File: src/rtl/mulu_m3q3_acc_if.sv
// Product/control bundle between the multiplier-side driver and the signed accumulator.
// The master drives terms and run control; the slave returns the registered total and status.
interface mulu_m3q3_acc_if #(
  parameter int P_WIDTH   = 6,
  parameter int ACC_WIDTH = 10,
  parameter int CNT_WIDTH = 4
);
  logic [P_WIDTH-1:0]   p;
  logic                 s;
  logic                 rdy;
  logic                 start;
  logic [CNT_WIDTH-1:0] len;
  logic [ACC_WIDTH-1:0] acc;
  logic                 busy;
  logic                 done;
  logic                 ovf;

  modport master (output p, s, rdy, start, len, input acc, busy, done, ovf);
  modport slave  (input p, s, rdy, start, len, output acc, busy, done, ovf);
endinterface

File: src/rtl/mulu_m3q3_acc.sv
// Signed accumulator: sums len sign/magnitude terms into a wrapping two's-complement total.
// Latency 1 cycle per term; one term per clock on rdy, no backpressure (rdy outside ACCUM is dropped).
module mulu_m3q3_acc #(
  parameter int P_WIDTH   = 6,
  parameter int ACC_WIDTH = 10,
  parameter int CNT_WIDTH = 4
) (
  input  logic                clk,
  input  logic                reset,
  mulu_m3q3_acc_if.slave      bus
);

  typedef enum logic [1:0] {IDLE, ACCUM, DONE} state_t;

  state_t               state;
  logic [CNT_WIDTH:0]   remaining;
  logic [ACC_WIDTH-1:0] acc_q;
  logic                 ovf_q;
  logic                 busy_q;
  logic                 done_q;

  logic [ACC_WIDTH-1:0] term;
  logic [ACC_WIDTH-1:0] sum;
  logic                 sum_ovf;
  logic [CNT_WIDTH:0]   len_ext;

  always_comb begin
    term = {{(ACC_WIDTH-P_WIDTH){1'b0}}, bus.p};
    if (bus.s) begin
      term = -term;
    end
    sum     = acc_q + term;
    // A negated zero stays zero, so s=1,p=0 can never flag overflow here.
    sum_ovf = (acc_q[ACC_WIDTH-1] == term[ACC_WIDTH-1]) &&
              (sum[ACC_WIDTH-1]   != acc_q[ACC_WIDTH-1]);
    len_ext = (bus.len == '0) ? {1'b1, {CNT_WIDTH{1'b0}}} : {1'b0, bus.len};
  end

  always_ff @(posedge clk or posedge reset) begin
    if (reset) begin
      state     <= IDLE;
      remaining <= '0;
      acc_q     <= '0;
      ovf_q     <= 1'b0;
      busy_q    <= 1'b0;
      done_q    <= 1'b0;
    end else begin
      case (state)
        IDLE, DONE: begin
          if (bus.start) begin
            state     <= ACCUM;
            remaining <= len_ext;
            acc_q     <= '0;
            ovf_q     <= 1'b0;
            busy_q    <= 1'b1;
            done_q    <= 1'b0;
          end
        end
        ACCUM: begin
          if (bus.rdy) begin
            acc_q     <= sum;
            ovf_q     <= ovf_q | sum_ovf;
            remaining <= remaining - 1'b1;
            if (remaining == {{CNT_WIDTH{1'b0}}, 1'b1}) begin
              state  <= DONE;
              busy_q <= 1'b0;
              done_q <= 1'b1;
            end
          end
        end
        default: begin
          state  <= IDLE;
          busy_q <= 1'b0;
          done_q <= 1'b0;
        end
      endcase
    end
  end

  assign bus.acc  = acc_q;
  assign bus.busy = busy_q;
  assign bus.done = done_q;
  assign bus.ovf  = ovf_q;

endmodule

File: src/flat_wrapper.sv
// flat-port wrapper written by rule: the top's interface ports become plain ports
module mulu_m3q3_acc_flat 
#(
  parameter int P_WIDTH   = 6,
  parameter int ACC_WIDTH = 10,
  parameter int CNT_WIDTH = 4
)
  (clk, reset, bus_p, bus_s, bus_rdy, bus_start, bus_len, bus_acc, bus_busy, bus_done, bus_ovf);
  mulu_m3q3_acc_if #(.P_WIDTH(P_WIDTH), .ACC_WIDTH(ACC_WIDTH), .CNT_WIDTH(CNT_WIDTH)) bus_i ();
  input  logic clk;
  input  logic reset;
  input wire logic [$bits(bus_i.p)-1:0] bus_p;
  input wire logic [$bits(bus_i.s)-1:0] bus_s;
  input wire logic [$bits(bus_i.rdy)-1:0] bus_rdy;
  input wire logic [$bits(bus_i.start)-1:0] bus_start;
  input wire logic [$bits(bus_i.len)-1:0] bus_len;
  output wire logic [$bits(bus_i.acc)-1:0] bus_acc;
  output wire logic [$bits(bus_i.busy)-1:0] bus_busy;
  output wire logic [$bits(bus_i.done)-1:0] bus_done;
  output wire logic [$bits(bus_i.ovf)-1:0] bus_ovf;
  assign bus_i.p = bus_p;
  assign bus_i.s = bus_s;
  assign bus_i.rdy = bus_rdy;
  assign bus_i.start = bus_start;
  assign bus_i.len = bus_len;
  assign bus_acc = bus_i.acc;
  assign bus_busy = bus_i.busy;
  assign bus_done = bus_i.done;
  assign bus_ovf = bus_i.ovf;
  mulu_m3q3_acc #(.P_WIDTH(P_WIDTH), .ACC_WIDTH(ACC_WIDTH), .CNT_WIDTH(CNT_WIDTH)) u_core (.clk(clk), .reset(reset), .bus(bus_i));
endmodule
File: config.mk
export PLATFORM = sky130hd
export DESIGN_NAME = mulu_m3q3_acc_flat
export DESIGN_NICKNAME = d
export VERILOG_FILES = /design/src/rtl/mulu_m3q3_acc_if.sv /design/src/rtl/mulu_m3q3_acc.sv /design/src/flat_wrapper.sv
export SDC_FILE = /design/constraint.sdc
export NUM_CORES = 1
export LEC_CHECK = 0
export CORE_ASPECT_RATIO = 0.5
export CORE_MARGIN = 5
export CORE_UTILIZATION = 42
export CTS_BUF_LIST = sky130_fd_sc_hd__clkbuf_8 sky130_fd_sc_hd__clkbuf_16
export DETAILED_ROUTE_END_ITERATION = 6
export PLACE_DENSITY = 0.67
export SLEW_MARGIN = 0
export SYNTH_ARGS = -nofsm -noshare
export SYNTH_HDL_FRONTEND = slang
export SYNTH_SLANG_ARGS = --single-unit
File: constraint.sdc
create_clock -name clk -period 2.5 [get_ports clk]
set_input_delay 0.625 -clock clk [delete_from_list [all_inputs] [get_ports clk]]
set_output_delay 0.625 -clock clk [all_outputs]
set_load 0.03 [all_outputs]
## After elaboration in Yosys (flattened, before gate mapping)

Index checks and enable logic that the tools add are counted.
W data, S select, Z words.

- Bits of input ports: 15
- Memories: 0
- Word-level logic and storage cells: 47
- Bits in writable memories: 0
- Bits in latches: 0
- Register bits after elaboration: 20
- ROM bits: 0

- Multipliers: 0
- Bitwise logic cells: 1
- Shifts and indexed selects: 0
- Equality and inequality tests: 8
- Order comparisons: 0
- Add/subtract/negate cells: 3
- Reduce and logical (&&, ||, !) cells: 7
- Divide/modulo/power cells: 0
- Mux-type cells: 22

Operator list:

| kind | number |
|---|---|
| $mux W10 | 3 |
| $pmux W10 S2 | 1 |
| $mux W5 | 3 |
| $add A10 B10 Y10 | 1 |
| $neg A6 Y10 | 1 |
| $pmux W5 S2 | 1 |
| $mux W1 | 7 |
| $mux W2 | 3 |
| $pmux W1 S2 | 3 |
| $reduce_and A3 Y1 | 2 |
| $eq A5 B1 Y1 const B | 1 |
| $sub A5 B1 Y5 const B | 1 |
| $logic_not A4 Y1 | 1 |
| $ne A2 B2 Y1 const B | 2 |
| $pmux W2 S2 | 1 |
| $eq A2 B1 Y1 const B | 1 |
| $eq A2 B2 Y1 const B | 1 |
| $logic_not A2 Y1 | 1 |
| $ne A2 B1 Y1 const B | 1 |
| $reduce_bool A2 Y1 | 1 |
| $reduce_or A2 Y1 | 1 |
| $eq A1 B1 Y1 | 1 |
| $logic_and A1 B1 Y1 | 1 |
| $ne A1 B1 Y1 | 1 |
| $or A1 B1 Y1 | 1 |

## Logic depth before layout (Yosys ltp)

Gate-level depths: netlist of the first run.

- Depth after elaboration: 8
- Gate-level depth with buffers: 12
- Depth with buffers taken out: 12

## Least setup slack after synthesis of the first run

Ideal clock, no wire load.

- Path kind: input port to flip-flop
- Start: input port bus_p[1]
- End: register u_core.acc_q[9] (netlist: u_core.bus.acc[9])
- Data arrival time: 2.559 ns
- Cell stages on the path: 11
- Slack: -0.141 ns
- Cell sequence: inv_1 ha_1 nand2b_1 o41a_1 ha_1 a21oi_2 o211ai_2 a41o_1 xor2_1 or2_0 a31oi_1

- Word-level cells in the longest chain between the ends: 5

Ends and longest elaborated chain:

| what | line | text |
|---|---|---|
| start: declaration | flat_wrapper.sv:12 | `input wire logic [$bits(bus_i.p)-1:0] bus_p;` |
| $neg A6 Y10 | mulu_m3q3_acc.sv:30 | `term = -term;` |
| $mux W10 (*) | mulu_m3q3_acc.sv:29 | `if (bus.s) begin` |
| $add A10 B10 Y10 (*) | mulu_m3q3_acc.sv:32 | `sum = acc_q + term;` |
| $mux W10 (*) | mulu_m3q3_acc.sv:60 | `if (bus.rdy) begin` |
| $pmux W10 S2 (*) | mulu_m3q3_acc.sv:48 | `case (state)` |
| end signal: assignment | mulu_m3q3_acc.sv:61 | `acc_q <= sum;` |
| end: declaration | mulu_m3q3_acc.sv:17 | `logic [ACC_WIDTH-1:0] acc_q;` |

Every way passes the cells marked *; elsewhere a longest branch is shown, timed or not. The select of a mux whose other input is x is not followed.
A chain may end at the register's enable or synchronous reset.

## Final worst setup path of the first run

Same ends and word-level chain as after synthesis.

==> flow_metrics.tcl, run 1 <==
set metrics [dict create \
    synth_ff_type "dfrtp_1" \
    port-buffer-count 27 \
    final_core_util_pct 65.4 \
    violations "setup timing" \
    pwr-share-seq_pct 22.8 \
    fin_area_um2 2200 \
    cap_violations 0 \
    setup_ws_ns -0.0313 \
    drcViolationCount 0 \
    crit_chain "buf_6, inv_4, ha_4, nand2b_1, xnor2_1, ha_1, a211oi_4, o211ai_2, a41o_1, xor2_1, or2_0, a31oi_1" \
    clkLatencyLatePin_ns 0.26 \
    r2r-end "u_core.bus.acc[9]$_DFFE_PP0P_" \
    finalSetupViolations 1 \
    cts_tree "done" \
    core_um2 3360 \
    worst-setup-path-type "in -> reg" \
    ys_seq_area_share_pct 33.0 \
    clock_sinks 19 \
    synth_cells 168 \
    clkSlewWorstSetupHoldPaths_ns 0.08 \
    cts_root_buf "clkbuf_8" \
    final_common_cell "buf_4" \
    dr_total_vias 1483 \
    grt_pass1_vias 1385 \
    yosys_warnings 0 \
    min_from "u_core.remaining[4]$_DFFE_PP0P_" \
    drive_above_1_share_pct 31.5 \
    slew_headroom_pct 62.3 \
    netlist_area_um2 1440 \
    outcome "finished, violations left" \
    rrSetupSlack_ns 0.41 \
    final_cell_mix "buf_4 (40), clkdlybuf4s50_1 (20), dfrtp_1 (19)" \
    wl_um 3880 \
    hold_class "reg -> reg" \
    met3_usage_pct 3.53 \
    h-tree-depth 1 \
    fin_setup_tns_ns -0.0313 \
    ioPinCount 28 \
    synth-async-reset-ratio_pct 100 \
    critPathRequiredTime_ns 2.69 \
    cp.arrival_ns 2.72 \
    pre_cts_slack_ns -0.758 \
    end_kind "flip-flop" \
    nets 264 \
    clock_skew_ns 0.00150 \
    pwr-share-comb_pct 68.5 \
    slowest_stage "a211oi_4" \
    drt_iter0_markers 55 \
    crit_start "bus_p[1]" \
    max_stage_delay_ns 0.30 \
    place_congestion 0.794 \
    num_rows 15 \
    drv_slew 0 \
    hold_slack_ns 0.511 \
    area_growth_pct 52.6 \
    synth.ff_latch_count 19 \
    period_share_pct 101 \
    p_per_area_nw_per_um2 1170 \
    grt_pass1_wl_um 6300 \
    reg2regPathDepth 8 \
    clockPowerShare_pct 8.7 \
    drt-wirelength-per-cell_um 14.0 \
    rsz0062_at_grt "true" \
    p_sw_mw 1.16 \
    hold_viol_final 0 \
    grt-busiest-layer "met2" \
    intPower_mw 1.42 \
    leakage_nw 0.987 \
    hpwl_um 2890 \
    grt_max_degree 20 \
    dieWidth_um 92.8 \
    diodes 0 \
    synth_edf_count 0 \
    die_area_um2 4770 \
    crit_fanout 4 \
    antenna_found_initial 0 \
    period_minus_slack_ns 2.53 \
    clock_path_buffers 2 \
    cts_made_buffers 3 \
    place_area_um2 2030 \
    crit_family "compound AO/OA/AOI/OAI gates" \
    ant_nets 0 \
    worstHoldEndpoint "u_core.remaining[4]$_DFFE_PP0P_" \
    ys_types 46 \
    gr-total-overflow 0 \
    use_met1_pct 21.4 \
    synth_area_per_cell_um2 8.57 \
    cp-start-kind "input pin" \
    tightest_slew_ns 0.566 \
    die_y_um 51.4 \
    r2r_start "u_core.bus.acc[0]$_DFFE_PP0P_" \
    fmax_mhz 395 \
    syn_nets 196 \
    ir_worst_vdd_mv 0.473 \
    via_per_inst 5.35 \
    use_met2_pct 29.0 \
    p_sw_share_pct 44.9 \
    min_path_cells 2 \
    first_pass_iters 4 \
    critical_path_buf_inv_count 2 \
    initial_core_util_pct 42.9 \
    grt.total_usage_pct 16.6 \
]
[power by group through the flow]
stage	Combinational (mW)	Clock (mW)	Sequential [mW]
detailed placement	1.63	0	0.590
finish	1.76	0.225	0.587
global route	1.93	0.241	0.609
floorplan	0.862	0	0.743
global placement	1.59	0	0.579
CTS	1.67	0.227	0.582
[per-layer routing]
layer / vias up / share of wire [%]
li1: 734 / -
met5: - / 0
met4: 0 / 0.59
met1: 729 / 45
met2: 18 / 52
met3: 2 / 2.7
[tightest hold or removal path, delay by kind of cell, from the launching register on]
family	cells	cell delay (ns)
AOI/OAI and AO/OA	2	0.13
DFF	1	0.35
[flip-flops by register name, indices dropped and copies added, names as in the netlist]
name and cells:
u_core.bus.busy 1, u_core.bus.ovf 1, u_core.state 2, u_core.remaining 5, u_core.bus.acc 10
[how the worst max path moves through the flow]
stage                                         end  depth (start not counted)
finish              u_core.bus.acc[9]$_DFFE_PP0P_                         12
global route        u_core.bus.acc[9]$_DFFE_PP0P_                         12
CTS                 u_core.bus.acc[9]$_DFFE_PP0P_                         12
detailed placement  u_core.bus.acc[9]$_DFFE_PP0P_                         12
global placement    u_core.bus.acc[8]$_DFFE_PP0P_                         14
floorplan           u_core.bus.acc[9]$_DFFE_PP0P_                         11
[cell type report]
| type | count | area [um2] |
|---|---|---|
| Tap cell | 42 | 52.6 |
| Sequential cell | 19 | 475 |
| Multi-Input combinational cell | 136 | 1010 |
| Fill cell | 276 | 1160 |
| Clock inverter | 1 | 5.00 |
| Timing Repair Buffer | 68 | 579 |
| Clock buffer | 3 | 41.3 |
| Inverter | 8 | 32.5 |
[Yosys cell counts (2+ instances only)]
| cell | n | area share [%] |
|---|---|---|
| a21o_2 | 2 | 1.2 |
| a21oi_1 | 11 | 3.8 |
| a31oi_1 | 2 | 0.87 |
| buf_2 | 2 | 0.70 |
| clkbuf_1 | 2 | 0.52 |
| dfrtp_1 | 19 | 33 |
| ha_1 | 12 | 10 |
| inv_1 | 8 | 2.1 |
| nand2_1 | 17 | 4.4 |
| nand2b_1 | 8 | 3.5 |
| nand3_1 | 6 | 2.1 |
| nor2_1 | 14 | 3.6 |
| nor2b_1 | 4 | 1.7 |
| nor3_1 | 4 | 1.4 |
| o211ai_1 | 2 | 1.0 |
| o21ai_0 | 9 | 3.1 |
| o21ai_1 | 10 | 3.5 |
| o31ai_1 | 2 | 1.0 |
| o41a_1 | 2 | 1.6 |
| xnor2_1 | 4 | 2.4 |
| xor2_1 | 3 | 1.8 |
[metrics by stage]
stage          total power, mW  std cells
6_report                  2.58        277
5_1_grt                   2.78        277
2_1_floorplan             1.60        168
4_1_cts                   2.48        274
3_5_place_dp              2.22        267
3_3_place_gp              2.17        267
[what timing repair did]
item                                    in CTS  in global routing
setup buffers                                3                  3
hold buffers                                 0                  0
pin swaps                                   13                 15
resized for setup                           33                 10
endpoints found under the hold margin        0                  0
endpoints found under the setup margin       9                  3
[cells by family (layout without fill, tap and decap cells)]
logic type	after synthesis	in the layout	synth area share, %
buffers and inverters	13	80	4.08
AO/OA/AOI/OAI	54	54	25.5
adder cells (fa/ha/maj)	13	13	11.8
XOR/XNOR	7	7	4.26
AND/OR/NAND/NOR	62	62	21.3
flip-flops	19	19	33.0
(Power assumes the default switching activity.)
==> run 2, diff against run 1 <==
--- a/config.mk
+++ b/config.mk
@@ -10,8 +10,7 @@
 export CORE_UTILIZATION = 42
 export CTS_BUF_LIST = sky130_fd_sc_hd__clkbuf_8 sky130_fd_sc_hd__clkbuf_16
 export DETAILED_ROUTE_END_ITERATION = 6
-export PLACE_DENSITY = 0.67
-export SLEW_MARGIN = 0
+export PLACE_DENSITY = 0.7
 export SYNTH_ARGS = -nofsm -noshare
 export SYNTH_HDL_FRONTEND = slang
 export SYNTH_SLANG_ARGS = --single-unit
==> constraint.sdc (replaced) <==
create_clock -name clk -period 2.16 [get_ports clk]
set_input_delay 0.54 -clock clk [delete_from_list [all_inputs] [get_ports clk]]
set_output_delay 0.54 -clock clk [all_outputs]
set_load 0.03 [all_outputs]
==> run 2 against run 1 <==
Combinational power is 30% higher. The flow still finishes with violations (setup timing). Global-route usage increased by 0.69 points. Die area is the same. Non-clock buffer count is 1 lower. Sequential power grew 17%. Sequential cell count unchanged. Clock skew is 0.0020 ns higher. Clock-buffer cell count stayed put. Critical path depth is the same. Critical path type unchanged. Sequential share of layout area shrank 1.3 points. Clock power up 16%. Largest cell class unchanged. Worst setup slack worse by 0.25 ns. Highest routed layer unchanged.
==> flow_metrics.tcl, run 2 (synthesis gave the netlist of run 1 again) <==
set metrics [dict create \
    fin_area_um2 2330 \
    final_common_cell "buf_4" \
    min_path_cells 2 \
    hpwl_um 2920 \
    drcViolationCount 0 \
    period_share_pct 113 \
    core_um2 3360 \
    ioPinCount 28 \
    dieWidth_um 92.8 \
    largest_reg_flops 10 \
    clkLatencyLatePin_ns 0.26 \
    outcome "finished, violations left" \
    nets 263 \
    grt_pass1_wl_um 6470 \
    fmax_mhz 409 \
    die_area_um2 4770 \
    cp.arrival_ns 2.63 \
    cts_made_buffers 3 \
    wl_um 4050 \
    pwr-share-comb_pct 70.7 \
    first_pass_iters 4 \
    drv_slew 0 \
    place_congestion 0.853 \
    gr-total-overflow 0 \
    end_kind "flip-flop" \
    crit_fanout 3 \
    ant_nets 0 \
    crit_start "bus_p[0]" \
    leakage_nw 1.02 \
    fillers 255 \
    pwr-share-seq_pct 21.2 \
    h-tree-depth 1 \
    diodes 0 \
    cts_tree "done" \
    violations "setup timing" \
    die_y_um 51.4 \
    clockPowerShare_pct 8.1 \
    tightest_slew_ns 0.598 \
    clock_path_buffers 2 \
    period_minus_slack_ns 2.44 \
    grt_max_degree 20 \
    area_growth_pct 62.0 \
    hold_viol_final 0 \
    port-buffer-count 27 \
    clock_sinks 19 \
    num_rows 15 \
    p_sw_mw 1.45 \
    critPathRequiredTime_ns 2.35 \
    cap_violations 0 \
    clkSlewWorstSetupHoldPaths_ns 0.08 \
    cts_root_buf "clkbuf_8" \
    clock_skew_ns 0.00353 \
    r2r_start "u_core.bus.acc[0]$_DFFE_PP0P_" \
    place_area_um2 2060 \
    reg2regPathDepth 8 \
    dr_total_vias 1440 \
    slew_headroom_pct 60.1 \
    drive_above_1_share_pct 36.3 \
    initial_core_util_pct 42.9 \
    drt-wirelength-per-cell_um 14.7 \
    hold_buffers 0 \
    via_per_inst 5.22 \
    hold_slack_ns 0.494 \
    grt_pass1_vias 1407 \
    final_cell_mix "buf_4 (35), clkdlybuf4s50_1 (20), dfrtp_1 (19)" \
    intPower_mw 1.77 \
    antenna_found_initial 0 \
    drt_iter0_markers 32 \
    ir_worst_vdd_mv 0.488 \
    min_from "u_core.bus.ovf$_DFFE_PP0P_" \
    grt.total_usage_pct 17.3 \
    hold_class "reg -> reg" \
    rsz0062_at_grt "true" \
    finalSetupViolations 6 \
    worst-setup-path-type "in -> reg" \
    p_sw_share_pct 45.0 \
    setup_ws_ns -0.282 \
    cp-start-kind "input pin" \
    p_per_area_nw_per_um2 1380 \
]
[run 2: area by class of cell]
| type | instances | area, um2 | share of cell area, % |
|---|---|---|---|
| Clock buffer | 3 | 41.3 | 1.77 |
| Clock inverter | 1 | 7.51 | 0.322 |
| Inverter | 8 | 50.0 | 2.14 |
| Multi-Input combinational cell | 136 | 1110 | 47.8 |
| Sequential cell | 19 | 475 | 20.4 |
| Tap cell | 42 | 52.6 | 2.25 |
| Timing Repair Buffer | 67 | 592 | 25.4 |
[run 2: per-layer routing]
layer  vias to the layer above  track usage, %  wire length [um]
li1                        734               -                 -
met1                       674            21.2              1830
met2                        23            31.7              1980
met3                         9            4.12               163
met4                         0            2.92                70
met5                         -               0                 0
[run 2: metrics by stage]
stage	setup TNS [ns]	instances	power (mW)	util [%]	worst slack [ns]
after global routing	-1.44	276	3.47	69.5	-0.343
after detailed placement	-7.79	264	2.62	61.5	-0.997
after CTS	-1.30	274	3.03	65.9	-0.370
after global placement	-7.39	264	2.56	61.5	-0.968
after floorplan	-0.328	168	1.89	-	-0.259
final	-1.00	276	3.23	69.5	-0.282
[run 2: worst paths after layout]
path                                                 endpoint  slack (ns)
worst max register to register  u_core.bus.acc[9]$_DFFE_PP0P_        0.16
worst min register to register     u_core.bus.ovf$_DFFE_PP0P_        0.49
min in group asynchronous       u_core.bus.acc[7]$_DFFE_PP0P_        0.58
max in group asynchronous       u_core.bus.acc[1]$_DFFE_PP0P_        1.38
worst max-delay path            u_core.bus.acc[9]$_DFFE_PP0P_       -0.28
worst min-delay path               u_core.bus.ovf$_DFFE_PP0P_        0.49
[run 2: timing repair]
action,4_1_cts,5_1_grt
pin swaps,21,19
gates resized for setup,30,28
endpoints found under the setup margin,10,7
setup buffers,7,3
[run 2: worst max-delay path, cell delays in order]
cell      delay [ns]
buf_12          0.11
inv_12          0.04
ha_4            0.14
nand2b_4        0.06
buf_6           0.11
o41a_1          0.37
ha_1            0.31
a21o_2          0.19
a41o_1          0.24
xor2_1          0.16
or2_0           0.20
a31oi_1         0.16
[run 2: power groups by stage]
stage                     clock network, mW  registers (mW)  logic (mW)
after global placement                    0           0.670        1.89
after detailed placement                  0           0.676        1.94
final                                 0.261           0.684        2.28
after CTS                             0.271           0.666        2.09
after floorplan                           0           0.859        1.03
after global routing                  0.294           0.711        2.47
==> run 3, diff against run 2 <==
--- a/config.mk
+++ b/config.mk
@@ -6,11 +6,11 @@
 export NUM_CORES = 1
 export LEC_CHECK = 0
 export CORE_ASPECT_RATIO = 0.5
-export CORE_MARGIN = 5
-export CORE_UTILIZATION = 42
+export CORE_MARGIN = 4
+export CORE_UTILIZATION = 45
 export CTS_BUF_LIST = sky130_fd_sc_hd__clkbuf_8 sky130_fd_sc_hd__clkbuf_16
 export DETAILED_ROUTE_END_ITERATION = 6
-export PLACE_DENSITY = 0.7
+export PLACE_DENSITY = 0.74
 export SYNTH_ARGS = -nofsm -noshare
 export SYNTH_HDL_FRONTEND = slang
 export SYNTH_SLANG_ARGS = --single-unit
==> run 3 against run 2 <==
The run still ends with setup timing left. Clock skew is essentially flat. Register-to-register slack is essentially flat. Sequential share of layout area grew 0.64 points. Cell count shrank 1.4%. Via count is essentially flat. Global-route usage grew 2.2 points. Combinational power shrank 7%. Worst setup slack gained 0.020 ns. Maximum frequency grew 0.84%. Sequential power is essentially flat. Clock-buffer cell count is the same. Critical path type unchanged.
==> flow_metrics.tcl, run 3 (synthesis gave the netlist of run 1 again) <==
set metrics [dict create \
    outcome "finished, violations left" \
    violations "setup timing" \
    critPathRequiredTime_ns 2.36 \
    tightest_slew_ns 0.653 \
    end_kind "flip-flop" \
    diodes 0 \
    ant_nets 0 \
    hold_viol_final 0 \
    cts_made_buffers 3 \
    cp-start-kind "input pin" \
    p_per_area_nw_per_um2 1360 \
    clock_skew_ns 0.00336 \
    hpwl_um 2800 \
    largest_reg_flops 10 \
    leakage_nw 0.994 \
    dr_total_vias 1439 \
    cp.arrival_ns 2.62 \
    rrSetupSlack_ns 0.16 \
    clockPowerShare_pct 8.9 \
    intPower_mw 1.68 \
    port-buffer-count 27 \
    p_sw_share_pct 45.4 \
    ir_worst_vdd_mv 0.737 \
    setup_ws_ns -0.262 \
    final_core_util_pct 74.6 \
    pwr-share-comb_pct 69.0 \
    pwr-share-seq_pct 22.2 \
    die_y_um 48 \
    cap_violations 0 \
    clkLatencyLatePin_ns 0.27 \
    nets 261 \
    clock_sinks 19 \
    p_sw_mw 1.40 \
    r2r-end "u_core.bus.acc[9]$_DFFE_PP0P_" \
    finalSetupViolations 4 \
    drt-wirelength-per-cell_um 14.6 \
    clock_path_buffers 2 \
    core_um2 3030 \
    area_growth_pct 57.1 \
    cts_root_buf "clkbuf_8" \
    drive_above_1_share_pct 33.2 \
    grt_pass1_wl_um 6130 \
    fin_setup_tns_ns -0.635 \
    via_per_inst 5.29 \
    ioPinCount 28 \
    h-tree-depth 1 \
    num_rows 14 \
    grt_max_degree 20 \
    hold_slack_ns 0.499 \
    r2r_start "u_core.bus.acc[0]$_DFFE_PP0P_" \
    first_pass_iters 4 \
    grt.total_usage_pct 19.5 \
    crit_fanout 3 \
    fmax_mhz 413 \
    place_area_um2 2050 \
    worst-setup-path-type "in -> reg" \
    antenna_found_initial 0 \
    min_from "u_core.bus.ovf$_DFFE_PP0P_" \
    period_share_pct 112 \
    drt_iter0_markers 75 \
    worstHoldEndpoint "u_core.bus.ovf$_DFFE_PP0P_" \
    final_cell_mix "buf_4 (35), clkdlybuf4s50_1 (20), dfrtp_1 (19)" \
    place_congestion 0.905 \
    period_minus_slack_ns 2.42 \
    hold_class "reg -> reg" \
    reg2regPathDepth 8 \
    clkSlewWorstSetupHoldPaths_ns 0.08 \
    fin_area_um2 2260 \
    cts_tree "done" \
    min_path_cells 2 \
    die_area_um2 4220 \
    rsz0062_at_grt "true" \
    dieWidth_um 88.0 \
    wl_um 3970 \
    drcViolationCount 0 \
    final_common_cell "buf_4" \
    gr-total-overflow 0 \
    drv_slew 0 \
    slew_headroom_pct 56.5 \
    grt_pass1_vias 1310 \
    initial_core_util_pct 47.5 \
    hold_buffers 0 \
]
run 3: critical path, stage by stage:
cell      delay (ns)
buf_12          0.12
buf_12          0.12
o31ai_4         0.29
nand2_1         0.10
xor2_1          0.17
ha_2            0.19
a21oi_4         0.18
o211ai_2        0.13
a41o_1          0.29
xor2_1          0.16
or2_0           0.20
a31oi_1         0.12
run 3: timing repair:
item,CTS,global route
setup buffers,6,4
resized for setup,33,11
endpoints found under the setup margin,10,7
pin swaps,20,15
run 3: worst max path at each step:
stage	startpoint	depth (start not counted)	to
finish	bus_p[0]	12	u_core.bus.acc[9]$_DFFE_PP0P_
global placement	bus_p[1]	12	u_core.bus.acc[9]$_DFFE_PP0P_
detailed placement	bus_p[1]	12	u_core.bus.acc[9]$_DFFE_PP0P_
CTS	bus_p[0]	13	u_core.bus.acc[9]$_DFFE_PP0P_
global route	bus_p[0]	12	u_core.bus.acc[9]$_DFFE_PP0P_
floorplan	bus_p[0]	11	u_core.bus.acc[9]$_DFFE_PP0P_
run 3: cell type report:
type / count / area (um2)
clock buffers: 3 / 41.3
clock inverters: 1 / 7.51
fillers: 215 / 768
inverters: 8 / 50.0
multi-input cells: 136 / 1060
flip-flops and latches: 19 / 475
well taps: 40 / 50.0
repair buffers: 65 / 577
run 3: metrics by stage:
step / instances / setup slack [ns] / total power [mW]
2_1_floorplan: 168 / -0.259 / 1.89
3_3_place_gp: 260 / -0.947 / 2.52
3_5_place_dp: 260 / -1.01 / 2.58
4_1_cts: 270 / -0.389 / 2.99
5_1_grt: 272 / -0.349 / 3.32
6_report: 272 / -0.262 / 3.09
run 3: per-layer routing:
layer | GRT usage, % | vias to the layer above | wire length (um)
li1 | - | 733 | -
met1 | 25.3 | 681 | 1900
met2 | 35.2 | 21 | 1920
met3 | 3.78 | 4 | 129
met4 | 3.67 | 0 | 30
met5 | 0 | - | 0
run 3: power by group through the flow:
stage          Sequential, mW  Combinational (mW)  Clock [mW]
3_5_place_dp            0.679                1.90           0
2_1_floorplan           0.859                1.03           0
3_3_place_gp            0.673                1.85           0
5_1_grt                 0.715                2.32       0.290
4_1_cts                 0.681                2.04       0.278
6_report                0.684                2.13       0.274
